<file path="src/rtl/dmem_arbiter_pkg.sv">
// rtl/dmem_arbiter_pkg.sv - shared types and constants for the data-memory arbiter
package dmem_arbiter_pkg;

  typedef enum logic [1:0] {
    IDLE  = 2'd0,
    ISSUE = 2'd1,
    WAIT  = 2'd2
  } state_t;

  localparam logic P_CORE = 1'b0;
  localparam logic P_DBG  = 1'b1;

  localparam int RD_LAT_MIN = 1;
  localparam int RD_LAT_MAX = 4;
  localparam int CNT_W      = 2;

  localparam int DEF_ADDR_W = 8;
  localparam int DEF_DATA_W = 32;

endpackage

</file>
<file path="src/rtl/dmem_arbiter_rr_arb2.sv">
// rtl/dmem_arbiter_rr_arb2.sv - two-way round-robin arbiter with registered pointer
module rr_arb2
  import dmem_arbiter_pkg::*;
(
  input  logic       clk,
  input  logic       reset,
  input  logic [1:0] req,
  input  logic       upd,
  output logic [1:0] win,
  output logic       ptr
);

  // Lone requester always wins; the pointer only breaks ties.
  always_comb begin
    win = 2'b00;
    case (req)
      2'b01:   win = 2'b01;
      2'b10:   win = 2'b10;
      2'b11:   win = (ptr == P_DBG) ? 2'b10 : 2'b01;
      default: win = 2'b00;
    endcase
  end

  // After each arbitration the pointer moves to the losing port.
  always_ff @(posedge clk or negedge reset) begin
    if (!reset) begin
      ptr <= P_CORE;
    end else if (upd && (|win)) begin
      ptr <= ~win[1];
    end
  end

endmodule

</file>
<file path="src/rtl/dmem_arbiter.sv">
// rtl/dmem_arbiter.sv - round-robin sharing of a single-port data memory between two requesters
module dmem_arbiter
  import dmem_arbiter_pkg::*;
#(
  parameter int ADDR_W = DEF_ADDR_W,
  parameter int DATA_W = DEF_DATA_W,
  parameter int RD_LAT = 1
) (
  input  logic              clk,
  input  logic              reset,
  input  logic              req0,
  input  logic              we0,
  input  logic [ADDR_W-1:0] addr0,
  input  logic [DATA_W-1:0] wdata0,
  output logic              gnt0,
  output logic              rvalid0,
  output logic [DATA_W-1:0] rdata0,
  input  logic              req1,
  input  logic              we1,
  input  logic [ADDR_W-1:0] addr1,
  input  logic [DATA_W-1:0] wdata1,
  output logic              gnt1,
  output logic              rvalid1,
  output logic [DATA_W-1:0] rdata1,
  output logic              mem_en,
  output logic              mem_we,
  output logic [ADDR_W-1:0] mem_addr,
  output logic [DATA_W-1:0] mem_wdata,
  input  logic [DATA_W-1:0] mem_rdata,
  output logic              busy
);

  if (RD_LAT < RD_LAT_MIN || RD_LAT > RD_LAT_MAX) begin : g_bad_rd_lat
    $fatal(1, "dmem_arbiter: RD_LAT must be within 1..4");
  end

  state_t              state_q, state_d;
  logic                owner_q;
  logic                we_q;
  logic [ADDR_W-1:0]   addr_q;
  logic [DATA_W-1:0]   wdata_q;
  logic [CNT_W-1:0]    cnt_q;
  logic [1:0]          win;
  logic                arb_ptr;

  rr_arb2 u_arb (
    .clk   (clk),
    .reset (reset),
    .req   ({req1, req0}),
    .upd   (state_q == IDLE),
    .win   (win),
    .ptr   (arb_ptr)
  );

  // State register.
  always_ff @(posedge clk or negedge reset) begin
    if (!reset) state_q <= IDLE;
    else        state_q <= state_d;
  end

  // Next state plus per-state strobes; memory strobes exist only in ISSUE.
  always_comb begin
    state_d = state_q;
    gnt0    = 1'b0;
    gnt1    = 1'b0;
    rvalid0 = 1'b0;
    rvalid1 = 1'b0;
    mem_en  = 1'b0;
    mem_we  = 1'b0;
    case (state_q)
      IDLE: begin
        if (|win) state_d = ISSUE;
      end
      ISSUE: begin
        mem_en  = 1'b1;
        mem_we  = we_q;
        gnt0    = (owner_q == P_CORE);
        gnt1    = (owner_q == P_DBG);
        state_d = we_q ? IDLE : WAIT;
      end
      WAIT: begin
        if (cnt_q == '0) begin
          rvalid0 = (owner_q == P_CORE);
          rvalid1 = (owner_q == P_DBG);
          state_d = IDLE;
        end
      end
      default: state_d = IDLE;
    endcase
  end

  // Capture the winning request and run the read-latency down-counter.
  always_ff @(posedge clk or negedge reset) begin
    if (!reset) begin
      owner_q <= P_CORE;
      we_q    <= 1'b0;
      addr_q  <= '0;
      wdata_q <= '0;
      cnt_q   <= '0;
    end else begin
      if (state_q == IDLE && (|win)) begin
        owner_q <= win[1];
        we_q    <= win[1] ? we1    : we0;
        addr_q  <= win[1] ? addr1  : addr0;
        wdata_q <= win[1] ? wdata1 : wdata0;
      end
      if (state_q == ISSUE) begin
        cnt_q <= CNT_W'(RD_LAT - 1);
      end else if (state_q == WAIT && cnt_q != '0) begin
        cnt_q <= cnt_q - 1'b1;
      end
    end
  end

  assign mem_addr  = addr_q;
  assign mem_wdata = wdata_q;
  assign rdata0    = mem_rdata;
  assign rdata1    = mem_rdata;
  assign busy      = (state_q != IDLE);

endmodule
</file>
<file path="config.mk">
export PLATFORM = sky130hd
export DESIGN_NAME = dmem_arbiter
export DESIGN_NICKNAME = d
export VERILOG_FILES = /design/src/rtl/dmem_arbiter_pkg.sv /design/src/rtl/dmem_arbiter_rr_arb2.sv /design/src/rtl/dmem_arbiter.sv
export SDC_FILE = /design/constraint.sdc
export NUM_CORES = 1
export LEC_CHECK = 0
export CORE_AREA = 3 3 95 97
export CTS_CLUSTER_SIZE = 24
export DETAILED_ROUTE_END_ITERATION = 8
export DIE_AREA = 0 0 98 100
export GPL_ROUTABILITY_DRIVEN = 0
export HOLD_SLACK_MARGIN = 0.12
export PLACE_DENSITY = 0.9
export SYNTH_ARGS = -nofsm -noshare
export SYNTH_HDL_FRONTEND = slang
export SYNTH_HIERARCHICAL = 1
export SYNTH_SLANG_ARGS = --single-unit
</file>
<file path="constraint.sdc">
create_clock -name clk -period 2.9 [get_ports clk]
set_clock_uncertainty 0.2 [all_clocks]
set_input_delay 0.58 -clock clk [delete_from_list [all_inputs] [get_ports clk]]
set_output_delay 0.58 -clock clk [all_outputs]
set_load 0.02 [all_outputs]
</file>
==> Implementation_results.wiki, run 1 <==
{| class="wikitable"
! Metric !! Value
|-
| Run status || completed
|-
| Net count after synthesis || 354
|-
| Maximum clock rate || 385.1 MHz
|-
| Layout overhead on the synthesized area || 35.10%
|-
| Final-report hold violation count || 0
|-
| Clock Tree Buf Depth || 2
|-
| Final-report max-slew violation count || 0
|-
| Count of endpoints failing setup in the final report || 0
|-
| Number of buffer and inverter instances along the worst setup path || 2
|-
| Post-cts resize count || 0
|-
| Total of warnings raised by yosys || 6
|-
| Highest cell delay on the worst timing path || 0.65 ns
|-
| Chip Height || 100 um
|-
| Power per standard cell area || 1011 mW/mm^2
|-
| Arrival time of data at the critical path endpoint || 1.82 ns
|-
| Num CTS Buffers || 5
|-
| DRC violation count after routing || 0
|-
| Average footprint of a synthesized cell || 12.95 um^2
|-
| Postcts setup bufs || 0
|-
| Minimum setup slack among reg-to-reg paths || 1.02 ns
|-
| Chip width || 98 um
|-
| Number of clock sinks || 47
|-
| Remaining antenna violation count after routing || 0
|-
| Final net count || 425
|-
| Largest net degree at the start of global routing || 35
|-
| # H-tree levels || 2
|-
| Filler cell count || 719
|-
| Min cycle time layout || 2.597 ns
|-
| Worst Setup End Kind || output pin
|-
| I/O Pins || 229
|-
| Post-synthesis cell area || 0.003044 mm^2
|-
| Num rows || 33
|-
| Total congestion overflow after global routing || 0
|-
| Worst endpoint required time || 2.12 ns
|-
| Effective utilization at floorplan || 37.05%
|-
| Worst setup SP type || register
|-
| Cell class contributing the biggest share of worst-path delay || buffers and inverters
|-
| Via density per instance || 4.532
|-
| Initial detailed-routing violation count || 39
|-
| CTS Root Buffer Type || sky130_fd_sc_hd__clkbuf_8
|-
| Number of storage elements in the synthesis netlist || 47
|-
| Tot GR Track Use || 13.11%
|-
| Cells along the critical path || inv_1 -> ha_1 -> nand2_1 -> nor2_1 -> clkdlybuf4s50_1
|-
| Yosys cell types || 26
|-
| RSZ-0062 raised after global routing || no
|-
| Hold bufs inserted after CTS || 1
|-
| Slowest stage cell, crit path || sky130_fd_sc_hd__clkdlybuf4s50_1
|-
| Sequential element share of the synthesized area || 38.64%
|-
| Highest fanout seen on the critical path || 5
|-
| Pleak || 0.001735 uW
|-
| Clock transition at path regs || 0.09 ns
|-
| DIE AREA || 0.009800 mm^2
|-
| Average routed wire per standard cell || 15.81 um
|-
| Worst slack at placement || 0.2756 ns
|-
| Via count of the first global-routing pass || 2,098
|-
| Final clock period utilization by the worst path || 89.54%
|-
| HPWL reported at the end of detailed placement || 5199 um
|-
| Global-route wire length before repair || 10,270 um
|-
| Slew of the pin with the lowest slew margin || 0.4061 ns
|-
| Synthesized instance count || 235
|-
| Setup CP Type || register to output pin
|-
| Number of violations of the max-capacitance limit || 0
|-
| Std-Cell Core Area || 0.008217 mm^2
|-
| Detailed-route wire length || 6512 um
|-
| Buffers on Ports || 132
|-
| Worst ir drop on vdd || 0.5255 mV
|-
| Initial DRT Pass Iterations || 4
|-
| Clock tree from TritonCTS || built
|-
| Max-Slew Margin vs Limit || 72.93%
|-
| Number of antenna violations at the first check in global routing || 0
|-
| Path type of the worst min-delay path || register to register
|-
| Number of vias in the routed layout || 1,867
|-
| Final total negative setup slack || 0 ns
|-
| Min setup slack post-route || 0.3033 ns
|-
| Number of antenna repair diodes || 0
|-
| Clock Latency Late Sink || 0.29 ns
|-
| Fraction of final layout cells sized beyond drive strength 1 || 32.57%
|}
cell usage after synthesis:
master	n	area share, %
sky130_fd_sc_hd__a22o_2	1	0.33
sky130_fd_sc_hd__a22oi_1	1	0.25
sky130_fd_sc_hd__o31ai_1	1	0.25
sky130_fd_sc_hd__inv_1	6	0.74
sky130_fd_sc_hd__and2_1	2	0.41
sky130_fd_sc_hd__buf_2	3	0.49
sky130_fd_sc_hd__buf_4	64	16
sky130_fd_sc_hd__a31oi_1	1	0.21
sky130_fd_sc_hd__a21oi_1	2	0.33
sky130_fd_sc_hd__mux2_4	39	19
sky130_fd_sc_hd__ha_1	1	0.41
sky130_fd_sc_hd__nand2_1	4	0.49
sky130_fd_sc_hd__o21a_1	1	0.25
sky130_fd_sc_hd__and2b_2	1	0.29
sky130_fd_sc_hd__dfrtp_1	47	39
sky130_fd_sc_hd__buf_12	4	2.6
sky130_fd_sc_hd__mux2_2	43	16
sky130_fd_sc_hd__a21boi_1	1	0.25
sky130_fd_sc_hd__nor2_4	1	0.37
sky130_fd_sc_hd__buf_6	3	1.1
sky130_fd_sc_hd__o21ai_0	1	0.16
sky130_fd_sc_hd__a21boi_0	1	0.25
sky130_fd_sc_hd__and3_1	1	0.21
sky130_fd_sc_hd__o32ai_1	1	0.29
sky130_fd_sc_hd__nor2_1	4	0.49
sky130_fd_sc_hd__nor3b_1	1	0.25
cells in the final DEF (no fill, tap or decap), types with 2 or more instances in the layout:
cell | netlist | final
sky130_fd_sc_hd__buf_12 | 4 | 3
sky130_fd_sc_hd__inv_1 | 6 | 6
sky130_fd_sc_hd__clkbuf_8 | 0 | 5
sky130_fd_sc_hd__nor2_1 | 4 | 4
sky130_fd_sc_hd__bufinv_16 | 0 | 2
sky130_fd_sc_hd__clkdlybuf4s50_1 | 0 | 131
sky130_fd_sc_hd__dfrtp_1 | 47 | 47
sky130_fd_sc_hd__and2_1 | 2 | 2
sky130_fd_sc_hd__buf_4 | 64 | 2
sky130_fd_sc_hd__a21oi_1 | 2 | 2
sky130_fd_sc_hd__mux2_4 | 39 | 39
sky130_fd_sc_hd__mux2_2 | 43 | 43
sky130_fd_sc_hd__nand2_1 | 4 | 4
metrics by stage:
step	power [uW]	hold slack, ns	instance area (um^2)	std cells	util (%)
after global placement	3585	0.2923	3970	403	48.32
final	4160	0.3169	4113	412	50.05
after detailed placement	3643	0.2947	3970	403	48.32
after floorplan	2851	0.08441	3044	235	-
after global routing	4389	0.3390	4113	412	50.05
after CTS	4225	0.3194	4113	412	50.05
cell type report:
class	instances	area, um^2	share of cell area [%]
clock inverters	2	60.06	1.460
inverters	6	22.52	0.5476
multi-input cells	108	1249	30.36
clock buffers	6	72.57	1.765
flip-flops and latches	47	1176	28.60
well taps	105	131.4	3.194
repair buffers	138	1401	34.07
flip-flops by register name, indices dropped and copies added (netlist names):
name,cells
owner_q,1
mem_addr,8
u_arb/ptr,1
we_q,1
state_q,2
cnt_q,2
mem_wdata,32
where the power goes:
group / total [uW] / internal (uW) / switching, uW
clock network: 554 / 344 / 209
registers: 1210 / 984 / 226
logic: 2400 / 1410 / 985
layer usage:
layer	share of wire, %	global-route usage [%]
met5	0	0
met4	2.2	5.644
met3	8.4	4.031
met2	51	22.41
met1	38	15.23
worst reg2reg max path, delay by kind of cell (launching register included):
| kind | cells | cell delay (ns) |
|---|---|---|
| buffers and inverters | 1 | 0.23 |
| AO/OA/AOI/OAI | 2 | 0.59 |
| multiplexers | 1 | 0.33 |
| flip-flops | 1 | 0.41 |
worst paths after layout:
kind,depth (start not counted),from,end
max in group asynchronous,3,reset,mem_wdata[11]
hold reg to reg,1,u_arb/ptr,u_arb/ptr
min in group asynchronous,2,reset,mem_wdata[2]
setup reg to reg,4,u_arb/ptr,mem_wdata[7]
setup / recovery,5,cnt_q[0],rvalid0
hold / removal,1,u_arb/ptr,u_arb/ptr
cells by family (layout without fill, tap and decap cells):
kind of cell / after synthesis / after routing / synth area share, %
flops: 47 / 47 / 38.64
simple gates: 14 / 14 / 2.507
buf+inv: 80 / 152 / 20.76
compound gates: 11 / 11 / 2.549
fa+ha+maj: 1 / 1 / 0.4109
mux: 82 / 82 / 35.14
Note: power is estimated with default switching activity, not from simulation.
==> inputs of run 2 (changes only) <==
--- a/config.mk
+++ b/config.mk
@@ -12,6 +12,7 @@
 export GPL_ROUTABILITY_DRIVEN = 0
 export HOLD_SLACK_MARGIN = 0.12
 export PLACE_DENSITY = 0.9
+export RECOVER_POWER = 50
 export SYNTH_ARGS = -nofsm -noshare
 export SYNTH_HDL_FRONTEND = slang
 export SYNTH_HIERARCHICAL = 1
==> run 2 against run 1 <==
  * Cell area about the same
  * Final cell count unchanged
  * Via count decreased by 0.21%
  * Register-to-register slack about the same
  * Setup slack about the same
  * Clock power about the same
  * Global-route usage unchanged
  * First-iteration DRC count unchanged
  * Combinational power about the same
  * Core utilization about the same
  * Critical path depth unchanged
  * Highest routed layer unchanged
==> Implementation_results.wiki, run 2 (synthesis gave the netlist of run 1 again) <==
{| class="wikitable"
! Metric !! Value
|-
| Worst ir drop on vdd || 0.5252 mV (about the same)
|-
| Initial DRT Pass Iterations || 4 (unchanged)
|-
| CTS Root Buffer Type || sky130_fd_sc_hd__clkbuf_8
|-
| Postcts setup bufs || 0 (unchanged)
|-
| Clock Tree Buf Depth || 2 (unchanged)
|-
| Run status || completed
|-
| Cell-internal power || 2739 uW (about the same)
|-
| Final-report hold violation count || 0 (unchanged)
|-
| Max-Slew Margin vs Limit || 47.28% (-26 points)
|-
| Length in cells of the worst reg-to-reg path || 4 (unchanged)
|-
| Arrival time of data at the critical path endpoint || 1.82 ns (about the same)
|-
| Number of antenna repair diodes || 0 (unchanged)
|-
| Startpoint of the worst-slack reg-to-reg timing path || u_arb/ptr
|-
| Tot GR Track Use || 13.11% (unchanged)
|-
| Combinational share of power || 57.6% (about the same)
|-
| Most common cell after layout, fill and taps aside || sky130_fd_sc_hd__clkdlybuf4s50_1
|-
| Initial detailed-routing violation count || 39 (unchanged)
|-
| Final-report max-slew violation count || 0 (unchanged)
|-
| Largest net degree at the start of global routing || 35 (unchanged)
|-
| I/O Pins || 229 (unchanged)
|-
| Clock Power Share || 13.3% (about the same)
|-
| Via density per instance || 4.522 (-0.21%)
|-
| HPWL reported at the end of detailed placement || 5199 um (unchanged)
|-
| Hold bufs inserted after CTS || 1 (unchanged)
|-
| Clock transition at path regs || 0.09 ns (about the same)
|-
| DRC violation count after routing || 0 (unchanged)
|-
| Detailed-route wire length || 6515 um (about the same)
|-
| Pleak || 0.001732 uW (-0.18%)
|-
| Worst Hold Path EP || u_arb/ptr
|-
| Number of antenna violations at the first check in global routing || 0 (unchanged)
|-
| DIE AREA || 0.009800 mm^2 (unchanged)
|-
| Min cycle time layout || 2.597 ns (+0.00001300 ns)
|-
| Post-Layout Inst Area || 0.004109 mm^2 (about the same)
|-
| Worst setup SP type || register
|-
| Final clock period utilization by the worst path || 89.54% (about the same)
|-
| Buffers on Ports || 132 (unchanged)
|-
| Remaining antenna violation count after routing || 0 (unchanged)
|-
| Layout overhead on the synthesized area || 34.98% (about the same)
|-
| Minimum setup slack among reg-to-reg paths || 1.02 ns (about the same)
|-
| Maximum clock rate || 385.1 MHz (about the same)
|-
| Count of endpoints failing setup in the final report || 0 (unchanged)
|-
| Worst endpoint required time || 2.12 ns (about the same)
|-
| Final total negative setup slack || 0 ns (unchanged)
|-
| Power per standard cell area || 1012 mW/mm^2 (about the same)
|-
| Terminus of the critical flop-to-flop path || mem_wdata[7]
|-
| Placed instance area || 0.003970 mm^2 (unchanged)
|-
| Final net count || 425 (unchanged)
|-
| RSZ-0062 raised after global routing || no
|-
| Chip width || 98 um (unchanged)
|-
| Path type of the worst min-delay path || register to register
|-
| Number of clock sinks || 47 (unchanged)
|-
| Design Power || 4158 uW (about the same)
|-
| Global-route wire length before repair || 10,270 um (unchanged)
|-
| Via count of the first global-routing pass || 2,098 (unchanged)
|-
| Flop pwr share || 29.1% (about the same)
|-
| Switching share of power || 34.12% (about the same)
|-
| Total congestion overflow after global routing || 0 (unchanged)
|-
| DP Cell Count || 403 (unchanged)
|-
| Final core area utilization || 50.01% (about the same)
|-
| Number of violations of the max-capacitance limit || 0 (unchanged)
|-
| Clock Latency Late Sink || 0.29 ns (about the same)
|-
| Worst Setup End Kind || output pin
|-
| Fraction of final layout cells sized beyond drive strength 1 || 32.25% (-0.33 points)
|-
| Post-cts resize count || 0 (unchanged)
|-
| Hold Startpoint || u_arb/ptr
|-
| Num rows || 33 (unchanged)
|-
| # H-tree levels || 2 (unchanged)
|-
| Std-Cell Core Area || 0.008217 mm^2 (unchanged)
|-
| Slew of the pin with the lowest slew margin || 0.7907 ns (+0.3846 ns)
|-
| Number of vias in the routed layout || 1,863 (-0.21%)
|-
| Net Sw Power || 1419 uW (about the same)
|-
| Effective utilization at floorplan || 37.05% (unchanged)
|-
| Num CTS Buffers || 5 (unchanged)
|-
| Highest-count cells in the layout ignoring fill and taps || sky130_fd_sc_hd__clkdlybuf4s50_1 (130), sky130_fd_sc_hd__dfrtp_1 (47), sky130_fd_sc_hd__mux2_2 (43)
|-
| Filler cell count || 718 (-0.14%)
|-
| Worst hold path stage count || 1 (unchanged)
|-
| Number of flip-flops in the largest register || 32 (unchanged)
|-
| Average routed wire per standard cell || 15.81 um (about the same)
|-
| Chip Height || 100 um (unchanged)
|-
| Highest fanout seen on the critical path || 5 (unchanged)
|-
| Setup CP Type || register to output pin
|-
| Clock tree from TritonCTS || built
|-
| Non-filler instance count after layout || 412 (unchanged)
|}
## run 2: cell type report
cell class | instances | area [um^2] | area share, %
Clock inverter | 2 | 60.06 | 1.462
Clock buffer | 6 | 72.57 | 1.766
Tap cell | 105 | 131.4 | 3.197
Sequential cell | 47 | 1176 | 28.62
Timing Repair Buffer | 138 | 1398 | 34.01
Multi-Input combinational cell | 108 | 1249 | 30.39
Inverter | 6 | 22.52 | 0.5481
## run 2: power by group through the flow
stage | registers (uW) | logic (uW) | clock network, uW
after floorplan | 1530 | 1320 | 0
after global placement | 1210 | 2380 | 0
after detailed placement | 1200 | 2440 | 0
after CTS | 1210 | 2430 | 578
after global routing | 1250 | 2530 | 606
final | 1210 | 2400 | 553
## run 2: worst max-delay path, cell delays in order, from the launching register on
cell and delay (ns):
sky130_fd_sc_hd__dfrtp_1 0.40, sky130_fd_sc_hd__inv_1 0.08, sky130_fd_sc_hd__ha_1 0.23, sky130_fd_sc_hd__nand2_1 0.07, sky130_fd_sc_hd__nor2_1 0.09, sky130_fd_sc_hd__clkdlybuf4s50_1 0.65
## run 2: worst max path at each step
| stage | to | cells after the start | start |
|---|---|---|---|
| global placement | mem_wdata[14] | 5 | req0 |
| finish | rvalid0 | 5 | cnt_q[0] |
| CTS | rvalid0 | 5 | cnt_q[0] |
| floorplan | mem_addr[0] | 5 | req1 |
| detailed placement | mem_wdata[10] | 5 | req0 |
| global route | rvalid0 | 5 | cnt_q[0] |
## run 2: per-stage QoR
stage               worst slack (ns)  hold slack, ns
floorplan                     0.9103         0.08441
global placement              0.3360          0.2923
detailed placement            0.2756          0.2947
CTS                           0.2730          0.3194
global route                  0.1560          0.3390
finish                        0.3033          0.3170
## run 2: layer usage
metal  vias to the layer above  track usage, %  part of all wire (%)
met2                        81           22.41                    51
met1                       885           15.23                    38
li1                        874               -                     -
met3                        23           4.031                   8.5
met5                         -               0                     0
met4                         0           5.644                   2.2
==> inputs of run 3 (changes only) <==
--- a/config.mk
+++ b/config.mk
@@ -13,6 +13,7 @@
 export HOLD_SLACK_MARGIN = 0.12
 export PLACE_DENSITY = 0.9
 export RECOVER_POWER = 50
+export REMOVE_ABC_BUFFERS = 1
 export SYNTH_ARGS = -nofsm -noshare
 export SYNTH_HDL_FRONTEND = slang
 export SYNTH_HIERARCHICAL = 1
==> run 3 against run 2 <==
  * Core utilization decreased by 0.67 points
  * Maximum frequency decreased by 1.2%
  * Wire length increased by 29%
  * Critical path depth unchanged
  * Largest cell class unchanged
  * Highest routed layer unchanged
  * Power decreased by 4.5%
  * Cell area decreased by 1.3%
  * Sequential power about the same
  * Die area unchanged
  * Flip-flop and latch count unchanged
  * Worst hold slack got worse by 0.0048 ns
  * Register-to-register slack about the same
  * Combinational power about the same
  * Critical endpoint is now gnt1
==> Implementation_results.wiki, run 3 (synthesis gave the netlist of run 1 again) <==
{| class="wikitable"
! Metric !! Value
|-
| Slew of the pin with the lowest slew margin || 1.342 ns (+0.5514 ns)
|-
| DRC violation count after routing || 0 (unchanged)
|-
| Average routed wire per standard cell || 20.32 um (+29%)
|-
| Pleak || 0.001705 uW (-1.6%)
|-
| Number of clock sinks || 47 (unchanged)
|-
| Number of antenna violations at the first check in global routing || 0 (unchanged)
|-
| Setup CP Type || register to output pin
|-
| CTS Root Buffer Type || sky130_fd_sc_hd__clkbuf_8
|-
| Chip Height || 100 um (unchanged)
|-
| Min cycle time layout || 2.628 ns (+0.03114 ns)
|-
| Worst endpoint required time || 2.12 ns (about the same)
|-
| Worst ir drop on vdd || 0.5085 mV (-3.2%)
|-
| Final net count || 425 (unchanged)
|-
| Cells along the critical path || inv_1 -> nand2_1 -> inv_1 -> and2_1 -> clkdlybuf4s50_1
|-
| Post-cts resize count || 0 (unchanged)
|-
| Filler cell count || 690 (-3.9%)
|-
| Min setup slack post-route || 0.2722 ns (-0.03114 ns)
|-
| Final clock period utilization by the worst path || 90.62% (+1.1 points)
|-
| Clock Latency Late Sink || 0.29 ns (about the same)
|-
| Largest net degree at the start of global routing || 43 (+23%)
|-
| Number of antenna repair diodes || 0 (unchanged)
|-
| Global-route wire length before repair || 12,550 um (+22%)
|-
| DIE AREA || 0.009800 mm^2 (unchanged)
|-
| Design Power || 3971 uW (-4.5%)
|-
| RSZ-0062 raised after global routing || no
|-
| CP most frequent cell || sky130_fd_sc_hd__inv_1
|-
| Buffers on Ports || 132 (unchanged)
|-
| Max-Slew Margin vs Limit || 10.53% (-37 points)
|-
| Remaining antenna violation count after routing || 0 (unchanged)
|-
| Tot GR Track Use || 16.72% (+3.6 points)
|-
| Slowest stage cell, crit path || sky130_fd_sc_hd__clkdlybuf4s50_1
|-
| Via count of the first global-routing pass || 2,223 (+6.0%)
|-
| Arrival time of data at the critical path endpoint || 1.85 ns (+0.03 ns)
|-
| Effective utilization at floorplan || 37.05% (unchanged)
|-
| Number of buffer and inverter instances along the worst setup path || 3 (+1)
|-
| Detailed-route wire length || 8373 um (+29%)
|-
| Initial detailed-routing violation count || 46 (+18%)
|-
| Postcts setup bufs || 0 (unchanged)
|-
| Run status || completed
|-
| Number of flip-flops in the largest register || 32 (unchanged)
|-
| Layout overhead on the synthesized area || 33.17%
|-
| Count of endpoints failing setup in the final report || 0 (unchanged)
|-
| Final-report hold violation count || 0 (unchanged)
|-
| Clock tree from TritonCTS || built
|-
| Highest fanout seen on the critical path || 5 (unchanged)
|-
| Initial DRT Pass Iterations || 4 (unchanged)
|-
| Worst slack at placement || 0.3137 ns (+0.03816 ns)
|-
| Std-Cell Core Area || 0.008217 mm^2 (unchanged)
|-
| Clock transition at path regs || 0.08 ns (about the same)
|-
| Worst setup SP type || register
|-
| Worst Setup End Kind || output pin
|-
| Chip width || 98 um (unchanged)
|-
| Highest cell delay on the worst timing path || 0.61 ns (-0.04 ns)
|-
| Via density per instance || 4.808 (+6.3%)
|-
| Final total negative setup slack || 0 ns (unchanged)
|-
| Power per standard cell area || 979.6 mW/mm^2 (-3.2%)
|-
| # H-tree levels || 2 (unchanged)
|-
| Final core area utilization || 49.34% (-0.67 points)
|-
| Worst Hold Margin || 0.3122 ns (-0.004815 ns)
|-
| HPWL reported at the end of detailed placement || 6668 um (+28%)
|-
| Highest-count cells in the layout ignoring fill and taps || sky130_fd_sc_hd__clkdlybuf4s50_1 (130), sky130_fd_sc_hd__dfrtp_1 (47), sky130_fd_sc_hd__mux2_2 (43)
|-
| Most common cell after layout, fill and taps aside || sky130_fd_sc_hd__clkdlybuf4s50_1
|-
| Number of vias in the routed layout || 1,981 (+6.3%)
|-
| Path type of the worst min-delay path || register to register
|-
| Num CTS Buffers || 5 (unchanged)
|-
| Num rows || 33 (unchanged)
|-
| I/O Pins || 229 (unchanged)
|-
| Maximum clock rate || 380.5 MHz (-1.2%)
|-
| Number of violations of the max-capacitance limit || 0 (unchanged)
|-
| Clock Tree Buf Depth || 2 (unchanged)
|-
| Final-report max-slew violation count || 0 (unchanged)
|-
| Total congestion overflow after global routing || 0 (unchanged)
|-
| Fraction of final layout cells sized beyond drive strength 1 || 31.60% (-0.65 points)
|-
| Hold bufs inserted after CTS || 1 (unchanged)
|-
| Cell class contributing the biggest share of worst-path delay || buffers and inverters
|}
[run 3: cell count changes in the layout (fill, tap and decap cells not counted), sizes merged]
cell,previous run,this run
buf,4,3
clkbuf,8,10
bufinv,2,0
clkinv,0,1
[run 3: routing by layer]
layer,vias to the layer above,part of all wire (%),track usage [%]
li1,877,-,-
met1,925,41,19.84
met2,172,39,22.41
met3,7,19,14.94
met4,0,0.63,2.556
met5,-,0,5.641
[run 3: stage by stage]
| step | area, um^2 | cells |
|---|---|---|
| detailed placement | 3958 | 403 |
| global route | 4054 | 412 |
| finish | 4054 | 412 |
| floorplan | 2435 | 161 |
| CTS | 4063 | 412 |
| global placement | 3958 | 403 |
[run 3: final timing paths]
path,to,depth (start not counted),slack [ns],from
worst min-delay path,mem_wdata[0],1,0.31,mem_wdata[0]
worst max register to register,mem_wdata[5],5,1.03,u_arb/ptr
worst min register to register,mem_wdata[0],1,0.31,mem_wdata[0]
min in group asynchronous,owner_q,3,0.97,reset
max in group asynchronous,mem_addr[7],3,0.68,reset
worst max-delay path,gnt1,5,0.27,state_q[1]
[run 3: final cells by class]
| cell class | instances | area [um^2] | share of cell area, % |
|---|---|---|---|
| inverter | 6 | 22.52 | 0.5556 |
| clock inverter | 1 | 8.758 | 0.2160 |
| tap | 105 | 131.4 | 3.241 |
| multi-input combinational | 108 | 1249 | 30.80 |
| sequential | 47 | 1176 | 29.01 |
| clock buffer | 7 | 86.33 | 2.130 |
| timing repair buffer | 138 | 1380 | 34.04 |
[run 3: where the power goes]
part	switching, uW	total, uW	internal [uW]	leakage (uW)
clock network	212	408	195	0.0000484
logic	983	2370	1390	0.00110
registers	211	1190	983	0.000555
